File: src/rtl/ts_pkg.sv
// Shared types and constants for the temperature-sample conditioner.
package ts_pkg;

   localparam int unsigned TEMP_W = 16;

   localparam logic [TEMP_W-1:0] MIN_INIT = 16'h7FFF;
   localparam logic [TEMP_W-1:0] MAX_INIT = 16'h8000;

   // ADT7420 13-bit mode carries status flags in the low three bits.
   localparam logic [2:0]   FLAG_MASK = 3'b111;
   localparam int unsigned  FLAG_W    = $bits(FLAG_MASK);

   typedef enum logic {
      IDLE,
      WAIT_LSB
   } ts_state_e;

   // Convert an assembled register word to a signed sample.
   function automatic logic [TEMP_W-1:0] to_sample(input logic [TEMP_W-1:0] word,
                                                   input logic              res16);
      logic signed [TEMP_W-1:0] w;
      logic signed [TEMP_W-1:0] s13;
      w   = word;
      // Arithmetic shift drops the flag bits and sign-extends data[15:3].
      s13 = w >>> FLAG_W;
      return res16 ? word : s13;
   endfunction

endpackage

File: src/rtl/ts_sample_conditioner_if.sv
// Byte-in / statistics-out bundle between the I2C driver, conditioner and wire-out path.
interface ts_sample_conditioner_if;
   import ts_pkg::*;

   logic [7:0]        rx_byte;
   logic              rx_valid;
   logic              frame_start;
   logic              clear;
   logic [TEMP_W-1:0] sample_out;
   logic              sample_valid;
   logic [TEMP_W-1:0] avg_out;
   logic              avg_valid;
   logic [TEMP_W-1:0] min_out;
   logic [TEMP_W-1:0] max_out;
   logic [TEMP_W-1:0] sample_count;
   logic              frame_err;

   modport master (
      output rx_byte, rx_valid, frame_start, clear,
      input  sample_out, sample_valid, avg_out, avg_valid, min_out, max_out,
             sample_count, frame_err
   );

   modport slave (
      input  rx_byte, rx_valid, frame_start, clear,
      output sample_out, sample_valid, avg_out, avg_valid, min_out, max_out,
             sample_count, frame_err
   );

endinterface

File: src/rtl/ts_boxcar_avg.sv
// Boxcar moving average over the last 2**LOG2_N samples with a running sum.
module ts_boxcar_avg
   import ts_pkg::*;
#(
   parameter int unsigned LOG2_N = 3
) (
   input  logic              clk,
   input  logic              rst,
   input  logic [TEMP_W-1:0] sample,
   input  logic              strobe,
   input  logic              clear,
   output logic [TEMP_W-1:0] avg,
   output logic              avg_valid
);

   localparam int unsigned N     = 1 << LOG2_N;
   localparam int unsigned SUM_W = TEMP_W + LOG2_N;
   localparam logic [LOG2_N:0] FILL_FULL = (LOG2_N + 1)'(N);
   localparam logic [LOG2_N:0] FILL_LAST = (LOG2_N + 1)'(N - 1);

   logic [TEMP_W-1:0]        ring_q [N];
   logic [LOG2_N-1:0]        wr_ptr_q;
   logic [LOG2_N:0]          fill_q;
   logic signed [SUM_W-1:0]  sum_q;
   logic signed [SUM_W-1:0]  sum_d;
   logic signed [SUM_W-1:0]  oldest;
   logic signed [SUM_W-1:0]  newest;

   // Next running sum: add the new sample, retire the oldest once the window is full.
   always_comb begin
      newest = {{LOG2_N{sample[TEMP_W-1]}}, sample};
      oldest = '0;
      if (fill_q == FILL_FULL) begin
         oldest = {{LOG2_N{ring_q[wr_ptr_q][TEMP_W-1]}}, ring_q[wr_ptr_q]};
      end
      sum_d = sum_q + newest - oldest;
   end

   // Window state; clear and reset both return everything to empty.
   always_ff @(posedge clk or posedge rst) begin
      if (rst) begin
         for (int i = 0; i < N; i++) ring_q[i] <= '0;
         wr_ptr_q  <= '0;
         fill_q    <= '0;
         sum_q     <= '0;
         avg       <= '0;
         avg_valid <= 1'b0;
      end else if (clear) begin
         for (int i = 0; i < N; i++) ring_q[i] <= '0;
         wr_ptr_q  <= '0;
         fill_q    <= '0;
         sum_q     <= '0;
         avg       <= '0;
         avg_valid <= 1'b0;
      end else if (strobe) begin
         ring_q[wr_ptr_q] <= sample;
         wr_ptr_q         <= wr_ptr_q + LOG2_N'(1);
         sum_q            <= sum_d;
         // Dropping the low LOG2_N bits is an arithmetic shift (floor division by N).
         avg              <= sum_d[LOG2_N +: TEMP_W];
         if (fill_q != FILL_FULL) fill_q <= fill_q + (LOG2_N + 1)'(1);
         if (fill_q == FILL_LAST) avg_valid <= 1'b1;
      end
   end

endmodule

File: src/rtl/ts_sample_conditioner.sv
// Assembles ADT7420 MSB/LSB byte pairs into samples and keeps running statistics.
module ts_sample_conditioner
   import ts_pkg::*;
#(
   parameter bit          RES16       = 1'b0,
   parameter int unsigned LOG2_N      = 3,
   parameter int unsigned TIMEOUT_CYC = 200000
) (
   input logic                    clk,
   input logic                    rst,
   ts_sample_conditioner_if.slave bus
);

   localparam int unsigned  TMO_W    = $clog2(TIMEOUT_CYC + 1);
   localparam logic [TMO_W-1:0] TMO_LAST = TMO_W'(TIMEOUT_CYC - 1);

   ts_state_e         state_q;
   logic [7:0]        msb_q;
   logic [TMO_W-1:0]  tmo_q;
   logic [TEMP_W-1:0] sample_q;
   logic              sample_valid_q;
   logic              frame_err_q;
   logic [TEMP_W-1:0] min_q;
   logic [TEMP_W-1:0] max_q;
   logic [TEMP_W-1:0] count_q;
   logic [TEMP_W-1:0] avg;
   logic              avg_valid;

   // Byte assembler: pairs a frame_start MSB with the following LSB, flags anything else.
   always_ff @(posedge clk or posedge rst) begin
      if (rst) begin
         state_q        <= IDLE;
         msb_q          <= '0;
         tmo_q          <= '0;
         sample_q       <= '0;
         sample_valid_q <= 1'b0;
         frame_err_q    <= 1'b0;
      end else begin
         sample_valid_q <= 1'b0;
         frame_err_q    <= 1'b0;
         case (state_q)
            IDLE: begin
               if (bus.rx_valid) begin
                  if (bus.frame_start) begin
                     msb_q   <= bus.rx_byte;
                     tmo_q   <= '0;
                     state_q <= WAIT_LSB;
                  end else begin
                     frame_err_q <= 1'b1;
                  end
               end
            end
            WAIT_LSB: begin
               if (bus.rx_valid) begin
                  if (bus.frame_start) begin
                     // A fresh MSB supersedes the pending one.
                     frame_err_q <= 1'b1;
                     msb_q       <= bus.rx_byte;
                     tmo_q       <= '0;
                  end else begin
                     sample_q       <= to_sample({msb_q, bus.rx_byte}, RES16);
                     sample_valid_q <= 1'b1;
                     state_q        <= IDLE;
                  end
               end else if (tmo_q == TMO_LAST) begin
                  frame_err_q <= 1'b1;
                  msb_q       <= '0;
                  state_q     <= IDLE;
               end else begin
                  tmo_q <= tmo_q + TMO_W'(1);
               end
            end
            default: state_q <= IDLE;
         endcase
      end
   end

   // Min/max/count track samples one cycle after sample_valid; clear takes priority.
   always_ff @(posedge clk or posedge rst) begin
      if (rst) begin
         min_q   <= MIN_INIT;
         max_q   <= MAX_INIT;
         count_q <= '0;
      end else if (bus.clear) begin
         min_q   <= MIN_INIT;
         max_q   <= MAX_INIT;
         count_q <= '0;
      end else if (sample_valid_q) begin
         if ($signed(sample_q) < $signed(min_q)) min_q <= sample_q;
         if ($signed(sample_q) > $signed(max_q)) max_q <= sample_q;
         if (count_q != '1) count_q <= count_q + TEMP_W'(1);
      end
   end

   ts_boxcar_avg #(
      .LOG2_N (LOG2_N)
   ) u_boxcar (
      .clk       (clk),
      .rst       (rst),
      .sample    (sample_q),
      .strobe    (sample_valid_q),
      .clear     (bus.clear),
      .avg       (avg),
      .avg_valid (avg_valid)
   );

   assign bus.sample_out   = sample_q;
   assign bus.sample_valid = sample_valid_q;
   assign bus.avg_out      = avg;
   assign bus.avg_valid    = avg_valid;
   assign bus.min_out      = min_q;
   assign bus.max_out      = max_q;
   assign bus.sample_count = count_q;
   assign bus.frame_err    = frame_err_q;

endmodule

File: src/flat_wrapper.sv
// flat-port wrapper written by rule: the top's interface ports become plain ports
module ts_sample_conditioner_flat import ts_pkg::*;
#(
   parameter bit          RES16       = 1'b0,
   parameter int unsigned LOG2_N      = 3,
   parameter int unsigned TIMEOUT_CYC = 200000
)
  (clk, rst, bus_rx_byte, bus_rx_valid, bus_frame_start, bus_clear, bus_sample_out, bus_sample_valid, bus_avg_out, bus_avg_valid, bus_min_out, bus_max_out, bus_sample_count, bus_frame_err);
  ts_sample_conditioner_if bus_i ();
  input logic clk;
  input logic rst;
  input wire logic [$bits(bus_i.rx_byte)-1:0] bus_rx_byte;
  input wire logic [$bits(bus_i.rx_valid)-1:0] bus_rx_valid;
  input wire logic [$bits(bus_i.frame_start)-1:0] bus_frame_start;
  input wire logic [$bits(bus_i.clear)-1:0] bus_clear;
  output wire logic [$bits(bus_i.sample_out)-1:0] bus_sample_out;
  output wire logic [$bits(bus_i.sample_valid)-1:0] bus_sample_valid;
  output wire logic [$bits(bus_i.avg_out)-1:0] bus_avg_out;
  output wire logic [$bits(bus_i.avg_valid)-1:0] bus_avg_valid;
  output wire logic [$bits(bus_i.min_out)-1:0] bus_min_out;
  output wire logic [$bits(bus_i.max_out)-1:0] bus_max_out;
  output wire logic [$bits(bus_i.sample_count)-1:0] bus_sample_count;
  output wire logic [$bits(bus_i.frame_err)-1:0] bus_frame_err;
  assign bus_i.rx_byte = bus_rx_byte;
  assign bus_i.rx_valid = bus_rx_valid;
  assign bus_i.frame_start = bus_frame_start;
  assign bus_i.clear = bus_clear;
  assign bus_sample_out = bus_i.sample_out;
  assign bus_sample_valid = bus_i.sample_valid;
  assign bus_avg_out = bus_i.avg_out;
  assign bus_avg_valid = bus_i.avg_valid;
  assign bus_min_out = bus_i.min_out;
  assign bus_max_out = bus_i.max_out;
  assign bus_sample_count = bus_i.sample_count;
  assign bus_frame_err = bus_i.frame_err;
  ts_sample_conditioner #(.RES16(RES16), .LOG2_N(LOG2_N), .TIMEOUT_CYC(TIMEOUT_CYC)) u_core (.clk(clk), .rst(rst), .bus(bus_i));
endmodule
File: config.mk
export PLATFORM = sky130hd
export DESIGN_NAME = ts_sample_conditioner_flat
export DESIGN_NICKNAME = d
export VERILOG_FILES = /design/src/rtl/ts_pkg.sv /design/src/rtl/ts_sample_conditioner_if.sv /design/src/rtl/ts_boxcar_avg.sv /design/src/rtl/ts_sample_conditioner.sv /design/src/flat_wrapper.sv
export SDC_FILE = /design/constraint.sdc
export NUM_CORES = 1
export LEC_CHECK = 0
export ABC_AREA = 1
export BUFFER_PORTS_ARGS = -buffer_cell sky130_fd_sc_hd__buf_2
export CAP_MARGIN = 20
export CORE_ASPECT_RATIO = 0.6
export CORE_MARGIN = 2
export CORE_UTILIZATION = 42
export CTS_CLUSTER_DIAMETER = 50
export DETAILED_ROUTE_END_ITERATION = 12
export GPL_TIMING_DRIVEN = 0
export HOLD_SLACK_MARGIN = 0.05
export SKIP_LAST_GASP = 1
export SYNTH_ARGS = -nofsm -noshare
export SYNTH_HDL_FRONTEND = slang
export SYNTH_SLANG_ARGS = --single-unit
File: constraint.sdc
create_clock -name clk -period 16.7 [get_ports clk]
set_input_delay 0.835 -clock clk [delete_from_list [all_inputs] [get_ports clk]]
set_output_delay 0.835 -clock clk [all_outputs]
set_load 0.1 [all_outputs]
# Yosys cells after proc, flatten, opt, wreduce, memory -nomap -nowiden
# Cells that the tools add are included.
dict set report word_totals {
  input_bits 13
  mem_count 0
  latchBits 0
  romBits 0
  ff_bits 261
  mem_bits_rw 0
  out_inout_bits 83
}
dict set report op_classes {
  addsub 6
  div_mod_pow 0
  shifts 0
  mux 51
  n_reduce_logical 15
  n_bitwise 3
  mul 0
  n_lt_le_gt_ge 4
  n_eq_ne 8
}
# op count
set ops {}
lappend ops {{128-bit 2-to-1 mux} 2}
lappend ops {{16-bit 2-to-1 mux} 14}
lappend ops {{128-bit bitwise mux} 1}
lappend ops {{18-bit 2-to-1 mux} 4}
lappend ops {{19-bit 2-to-1 mux} 3}
lappend ops {{16-bit binary-select mux with 3-bit select} 1}
lappend ops {{16-bit demux with 3-bit select} 1}
lappend ops {{18-bit case mux with 2 select lines} 1}
lappend ops {{8-bit 2-to-1 mux} 4}
lappend ops {{19-bit by 13-bit adder with 19-bit output} 1}
lappend ops {{19-bit subtractor} 1}
lappend ops {{18-bit by 1-bit adder with 18-bit output (second input constant)} 1}
lappend ops {{18-bit equality test (second input constant)} 1}
lappend ops {{16-bit by 1-bit adder with 16-bit output (second input constant)} 1}
lappend ops {{13-bit by 16-bit > comparator with 1-bit output} 1}
lappend ops {{13-bit by 16-bit < comparator with 1-bit output} 1}
lappend ops {{16-bit != test (second input constant)} 1}
lappend ops {{8-bit case mux with 2 select lines} 1}
lappend ops {{2-bit AND reduction} 7}
lappend ops {{1-bit 2-to-1 mux} 12}
lappend ops {{4-bit 2-to-1 mux} 3}
lappend ops {{2-bit nonzero test} 6}
lappend ops {{3-bit 2-to-1 mux} 2}
lappend ops {{3-bit != test (second input constant)} 2}
lappend ops {{13 further kinds} 15}

# Longest topological paths before layout
dict set report depth {
  ltp_word 8
  ltp_mapped 22
  mapped_depth_nobuf 21
}

# By module
# A second synthesis with hierarchy kept.
dict set report unflattened {
  hier_cells 1671
  hier_area_um2 13530.5
}
# module area_each_um2 instances cells_each
set by_module_without_submodules {}
lappend by_module_without_submodules {ts_boxcar_avg 8398.1 1 999}
lappend by_module_without_submodules {ts_sample_conditioner 5132.4 1 672}

# Worst setup path before layout
# Ideal clock, no wire load.
dict set report synth_path {
  path_type {flip-flop to flip-flop}
  from {reg u_core.bus.sample_out[12] (netlist name)}
  to {reg u_core.u_boxcar.sum_q[18]}
  slack_ps 13338
  arrival_ps 3244
  setup_time_ps 117
  path_buffers 0
  stages_incl_launch_ff 13
  cell_sequence {dfrtp_1 -> inv_1 -> fa_1 -> inv_1 -> ha_1 -> a21o_1 -> a21oi_1 -> nor2_1 -> nor2_1 -> nand3_1 -> a21o_1 -> nand3_1 -> nand2_1}
}
dict set report synth_between {
  elab_chain_len 4
}
# element line
set synth_lines {}
lappend synth_lines {{19-bit by 13-bit adder with 19-bit output} ts_boxcar_avg.sv:36} ;# sum_d = sum_q + newest - oldest;
lappend synth_lines {{19-bit subtractor} ts_boxcar_avg.sv:36}
lappend synth_lines {{19-bit 2-to-1 mux} ts_boxcar_avg.sv:55} ;# end else if (strobe) begin
lappend synth_lines {{19-bit 2-to-1 mux} ts_boxcar_avg.sv:48} ;# end else if (clear) begin
lappend synth_lines {{end signal, assigned} ts_boxcar_avg.sv:58} ;# sum_q <= sum_d;
lappend synth_lines {{end, declared} ts_boxcar_avg.sv:24} ;# logic signed [SUM_W-1:0] sum_q;
# Every way passes these cells. The select of a mux whose other input is x is not followed.
# A chain may end at the register's enable or synchronous reset.

# Final worst setup path
dict set report layout_path {
  from {reg u_core.u_boxcar.wr_ptr_q[0]}
  to {reg u_core.u_boxcar.avg[13]}
}
dict set report layout_between {
  elab_chain_len 8
}
# element line
set layout_lines {}
lappend layout_lines {{start, declared} ts_boxcar_avg.sv:22} ;# logic [LOG2_N-1:0] wr_ptr_q;
lappend layout_lines {{start signal, assigned} ts_boxcar_avg.sv:57} ;# wr_ptr_q <= wr_ptr_q + LOG2_N'(1);
lappend layout_lines {{3-bit inverter with 4-bit output (not written as such)} ts_boxcar_avg.sv:34} ;# oldest = {{LOG2_N{ring_q[wr_ptr_q][TEMP_W-1]}}, ring_q[wr_ptr_q]};
lappend layout_lines {{16-bit binary-select mux with 3-bit select} ts_boxcar_avg.sv:34}
lappend layout_lines {{16-bit 2-to-1 mux (not written as such) (2 in series)} ts_boxcar_avg.sv:34}
lappend layout_lines {{19-bit 2-to-1 mux} ts_boxcar_avg.sv:33} ;# if (fill_q == FILL_FULL) begin
lappend layout_lines {{19-bit subtractor} ts_boxcar_avg.sv:36}
lappend layout_lines {{16-bit 2-to-1 mux} ts_boxcar_avg.sv:55}
lappend layout_lines {{16-bit 2-to-1 mux} ts_boxcar_avg.sv:48}
lappend layout_lines {{end signal, assigned} ts_boxcar_avg.sv:60} ;# avg <= sum_d[LOG2_N +: TEMP_W];
lappend layout_lines {{end, declared} ts_boxcar_avg.sv:12} ;# output logic [TEMP_W-1:0] avg,
# Every way passes these cells. The select of a mux whose other input is x is not followed.

==> metrics.csv <==
stage,metric,value,unit
sta,Worst Tran Pin Value,0.907,ns
power_and_ir_drop,part of the power in combinational logic,41.4,%
floorplan,area of the core,28900,um^2
worst_setup_path,CP Data Required Time,17.12,ns
sta,final number of hold-violating endpoints,0,
synthesis,Post-synth EDFFs,0,
worst_setup_path,Worst setup EP type,flip-flop,
synthesis,number of distinct library cell variants in the gate-level netlist after synthesis,48,
finish,number of non-filler instances in the completed layout,2071,
sta,maximum clock rate,221,MHz
floorplan,floorplan die width,226,um
routing,routed wire length,40500,um
routing,Remaining DRCs,0,
sta,Clock Skew,0.00943,ns
synthesis,Yosys warning total,0,
worst_hold_path,Hold/Removal Path Class,in2async,
worst_setup_path,top fanout value on the critical path,10,
clock_tree,post-cts resize count,0,
clock_tree,clock-pin slew on the worst setup and hold paths,0.06,ns
routing,first-iteration detailed-routing DRC count,1372,
floorplan,die height,137,um
synthesis,ys flop type,sky130_fd_sc_hd__dfrtp_1,
sta,number of pins with negative max-slew slack in the final report,0,
clock_tree,root buffer cell,sky130_fd_sc_hd__clkbuf_16,
power_and_ir_drop,ratio of total power to cell area,140,nW/um^2
worst_setup_path,list of cells traversed by the critical path,buf_4 -> nand3_1 -> buf_2 -> o22ai_1 -> a221oi_1 -> a31oi_1 -> ha_1 -> inv_1 -> ha_1 -> inv_1 -> fa_1 -> inv_1 -> nand2_1 -> o21ai_1 -> inv_1 -> o21ai_1 -> nand3_1 -> nand2_1 -> a21oi_1 -> o21ai_0 -> nand2_1,
finish,antenna diode instance count,0,
worst_setup_path,dominant cell type by count on the critical path,sky130_fd_sc_hd__inv_1,
synthesis,area fraction of the dominant cell type after synthesis,41.0,%
synthesis,per-instance average area after synthesis,8.06,um^2
power_and_ir_drop,Int Pwr,1090,uW
finish,proportion of layout cells with a drive suffix above 1,14.2,%
power_and_ir_drop,sequential power share,31.2,%
synthesis,#FFs+latches synth,217,
clock_tree,number of H-tree branching levels,1,
worst_setup_path,CP arrival,4.94,ns
power_and_ir_drop,proportion of power drawn by the clock network,27.4,%
sta,Final period util,27.1,%
place,number of buffers added on ports,94,
synthesis,syn_nets,1618,
synthesis,largest cells by area after synthesis,"sky130_fd_sc_hd__dfrtp_1 41%, sky130_fd_sc_hd__nand2_1 9.9%, sky130_fd_sc_hd__inv_1 6.8%",
floorplan,number of standard-cell rows in the floorplan,48,
sta,Final Worst Setup Slack,12.18,ns
place,placed wire-length estimate,30600,um
place,worst slack after detailed placement,12.33,ns
worst_setup_path,kind of cell with the highest combined delay on the critical path,compound AO/OA/AOI/OAI gates,
finish,net total in the final layout,1738,
worst_setup_path,Buffers & Inverters on Critical Path,6,
floorplan,total die area,30900,um^2
clock_tree,clock buffer depth,3,
grt,global-route wire length before repair,61900,um
worst_setup_path,Critical Path Source Type,flip-flop,
finish,Fill cells,2861,
routing,Via Count,11400,
power_and_ir_drop,switching power of the nets,885,uW
run,total of max-cap violations,0,
routing,via count normalized by instance count,5.50,
sta,Slew Limit Headroom,39.5,%
power_and_ir_drop,Max VDD drop,0.139,mV
sta,Setup Viol. Count Final,0,
worst_setup_path,type of the worst setup path,reg2reg,
synthesis,top cell type by total area after synthesis,sky130_fd_sc_hd__dfrtp_1,
floorplan,count of boundary I/O pins,96,
place,Cells after DPL,2031,
grt,remaining global-route overflow,0,
clock_tree,post-CTS setup buffer count,0,
routing,average wire length per cell after detail routing,19.6,um
grt,Global Route Usage Sum,26.6,%
grt,pin count of the biggest net entering global routing,123,
clock_tree,TritonCTS sink count,217,
routing,number of detailed-routing iterations run before antenna repair,5,
synthesis,gate count after technology mapping,1536,
power_and_ir_drop,Sw Ratio,44.8,%
grt,number of antenna violations at the first check in global routing,1,
clock_tree,number of CTS-inserted buffers,23,
finish,area growth from synthesis to layout,14.3,%
place,routability-driven placement congestion ratio,0.916,
worst_setup_path,critical path's slowest cell,sky130_fd_sc_hd__dfrtp_1,
sta,setup total negative slack,0,ns
clock_tree,clock tree from TritonCTS,done,
power_and_ir_drop,Lkg Pwr,0.00692,uW
run_status,status,finished clean,
floorplan,starting density of the core,42.8,%
clock_tree,worst skew pair latency,0.54,ns
synthesis,sequential cell area fraction in the yosys report,44.0,%
grt,vias in the first global route,10300,
clock_tree,hold buffer count at CTS,0,
worst_setup_path,maximum single-stage delay on the critical path,0.43,ns
synthesis,cell area after synthesis,12400,um^2
synthesis,share of synthesized registers carrying an async set or reset,100,%
sta,RSZ-0062 raised after global routing,no,
routing,post-route antenna net violation count,0,
sta,shortest period the worst path allows,4.52,ns
[worst paths after layout]
path	start	end	slack, ns	cells after the start
max	u_core.u_boxcar.wr_ptr_q[0]	u_core.u_boxcar.avg[13]	12.18	21
min	rst	u_core.u_boxcar.ring_q[43]	0.42	2
max reg2reg	u_core.u_boxcar.wr_ptr_q[0]	u_core.u_boxcar.avg[13]	12.18	21
min reg2reg	u_core.msb_q[3]	u_core.msb_q[3]	0.47	2
max in group asynchronous	rst	u_core.u_boxcar.avg[11]	15.18	3
min in group clk	u_core.msb_q[3]	u_core.msb_q[3]	0.47	2
[synthesized netlist by cell type, drive strengths merged, types with 17 or more instances]
library cell	n
a21oi	51
buf	60
dfrtp	203
fa	18
ha	51
inv	236
nand2	339
nand3	166
nor2	74
nor3	17
o21ai	120
o22ai	77
[metrics by stage]
step           area (um^2)  power (uW)  hold slack, ns  util (%)
3_3_place_gp         13300        1420           0.457      46.2
4_1_cts              14100        1970           0.459      49.0
2_1_floorplan        12400        1250           0.442         -
3_5_place_dp         13400        1430           0.460      46.3
5_1_grt              14100        2080           0.487      49.0
6_report             14100        1970           0.421      49.0
[metal layers]
metal	up-vias	global-route usage, %	routed length [um]
met5	-	0	0
met4	0	4.16	571
met3	37	7.81	5200
met2	605	33.1	14600
met1	5420	44.1	20200
li1	5335	-	-
[sequential cells by signal (all words and copies together), names as in the netlist]
signal	cells
u_core.bus.frame_err	1
u_core.u_boxcar.sum_q	4
u_core.u_boxcar.avg_valid	1
u_core.bus.sample_valid	1
u_core.msb_q	8
u_core.bus.sample_count	16
u_core.u_boxcar.avg	15
u_core.u_boxcar.wr_ptr_q	3
u_core.u_boxcar.ring_q	104
u_core.tmo_q	18
u_core.bus.max_out	14
u_core.u_boxcar.fill_q	4
u_core.bus.min_out	14
u_core.bus.sample_out	13
u_core.state_q	1
[power groups by stage]
stage / Clock (uW) / Sequential [uW] / Combinational [uW]
after floorplan: 0 / 777 / 472
after global placement: 0 / 624 / 795
after detailed placement: 0 / 624 / 805
after CTS: 545 / 616 / 809
after global routing: 566 / 621 / 897
final: 540 / 616 / 818
[layout make-up]
| cell class | instances | area (um^2) | area share, % |
|---|---|---|---|
| Buffer | 76 | 434 | 3.07 |
| Clock buffer | 28 | 614 | 4.34 |
| Clock inverter | 12 | 149 | 1.05 |
| Inverter | 237 | 897 | 6.34 |
| Multi-Input combinational cell | 1006 | 5600 | 39.6 |
| Sequential cell | 217 | 5450 | 38.5 |
| Tap cell | 400 | 500 | 3.54 |
| Timing Repair Buffer | 95 | 498 | 3.52 |
[worst register-to-register path: stages, from the launching register on]
cell and delay, ns:
sky130_fd_sc_hd__dfrtp_1 0.43, sky130_fd_sc_hd__buf_4 0.21, sky130_fd_sc_hd__nand3_1 0.27, sky130_fd_sc_hd__buf_2 0.37
sky130_fd_sc_hd__o22ai_1 0.20, sky130_fd_sc_hd__a221oi_1 0.34, sky130_fd_sc_hd__a31oi_1 0.21, sky130_fd_sc_hd__ha_1 0.32
sky130_fd_sc_hd__inv_1 0.06, sky130_fd_sc_hd__ha_1 0.25, sky130_fd_sc_hd__inv_1 0.08, sky130_fd_sc_hd__fa_1 0.39
sky130_fd_sc_hd__inv_1 0.13, sky130_fd_sc_hd__nand2_1 0.08, sky130_fd_sc_hd__o21ai_1 0.22, sky130_fd_sc_hd__inv_1 0.06
sky130_fd_sc_hd__o21ai_1 0.30, sky130_fd_sc_hd__nand3_1 0.11, sky130_fd_sc_hd__nand2_1 0.14, sky130_fd_sc_hd__a21oi_1 0.08
sky130_fd_sc_hd__o21ai_0 0.08, sky130_fd_sc_hd__nand2_1 0.06
[logic make-up after synthesis]
family,synth area share [%]
simple gates,21.9
buf+inv,10.7
compound gates,14.1
flops,44.0
fa+ha+maj,8.07
xor+xnor,1.20
[layout by cell type (no fill, tap or decap), drive strengths merged, types with 8 or more instances in the layout]
cell,instances
a21oi,51
a221oi,11
a31oi,8
buf,155
clkbuf,44
dfrtp,203
dfstp,14
fa,18
ha,51
inv,239
nand2,339
nand3,166
nand4,13
nor2,74
nor3,17
o21ai,120
o22ai,77
xor2,10
Power figures use the tool's default switching activity.
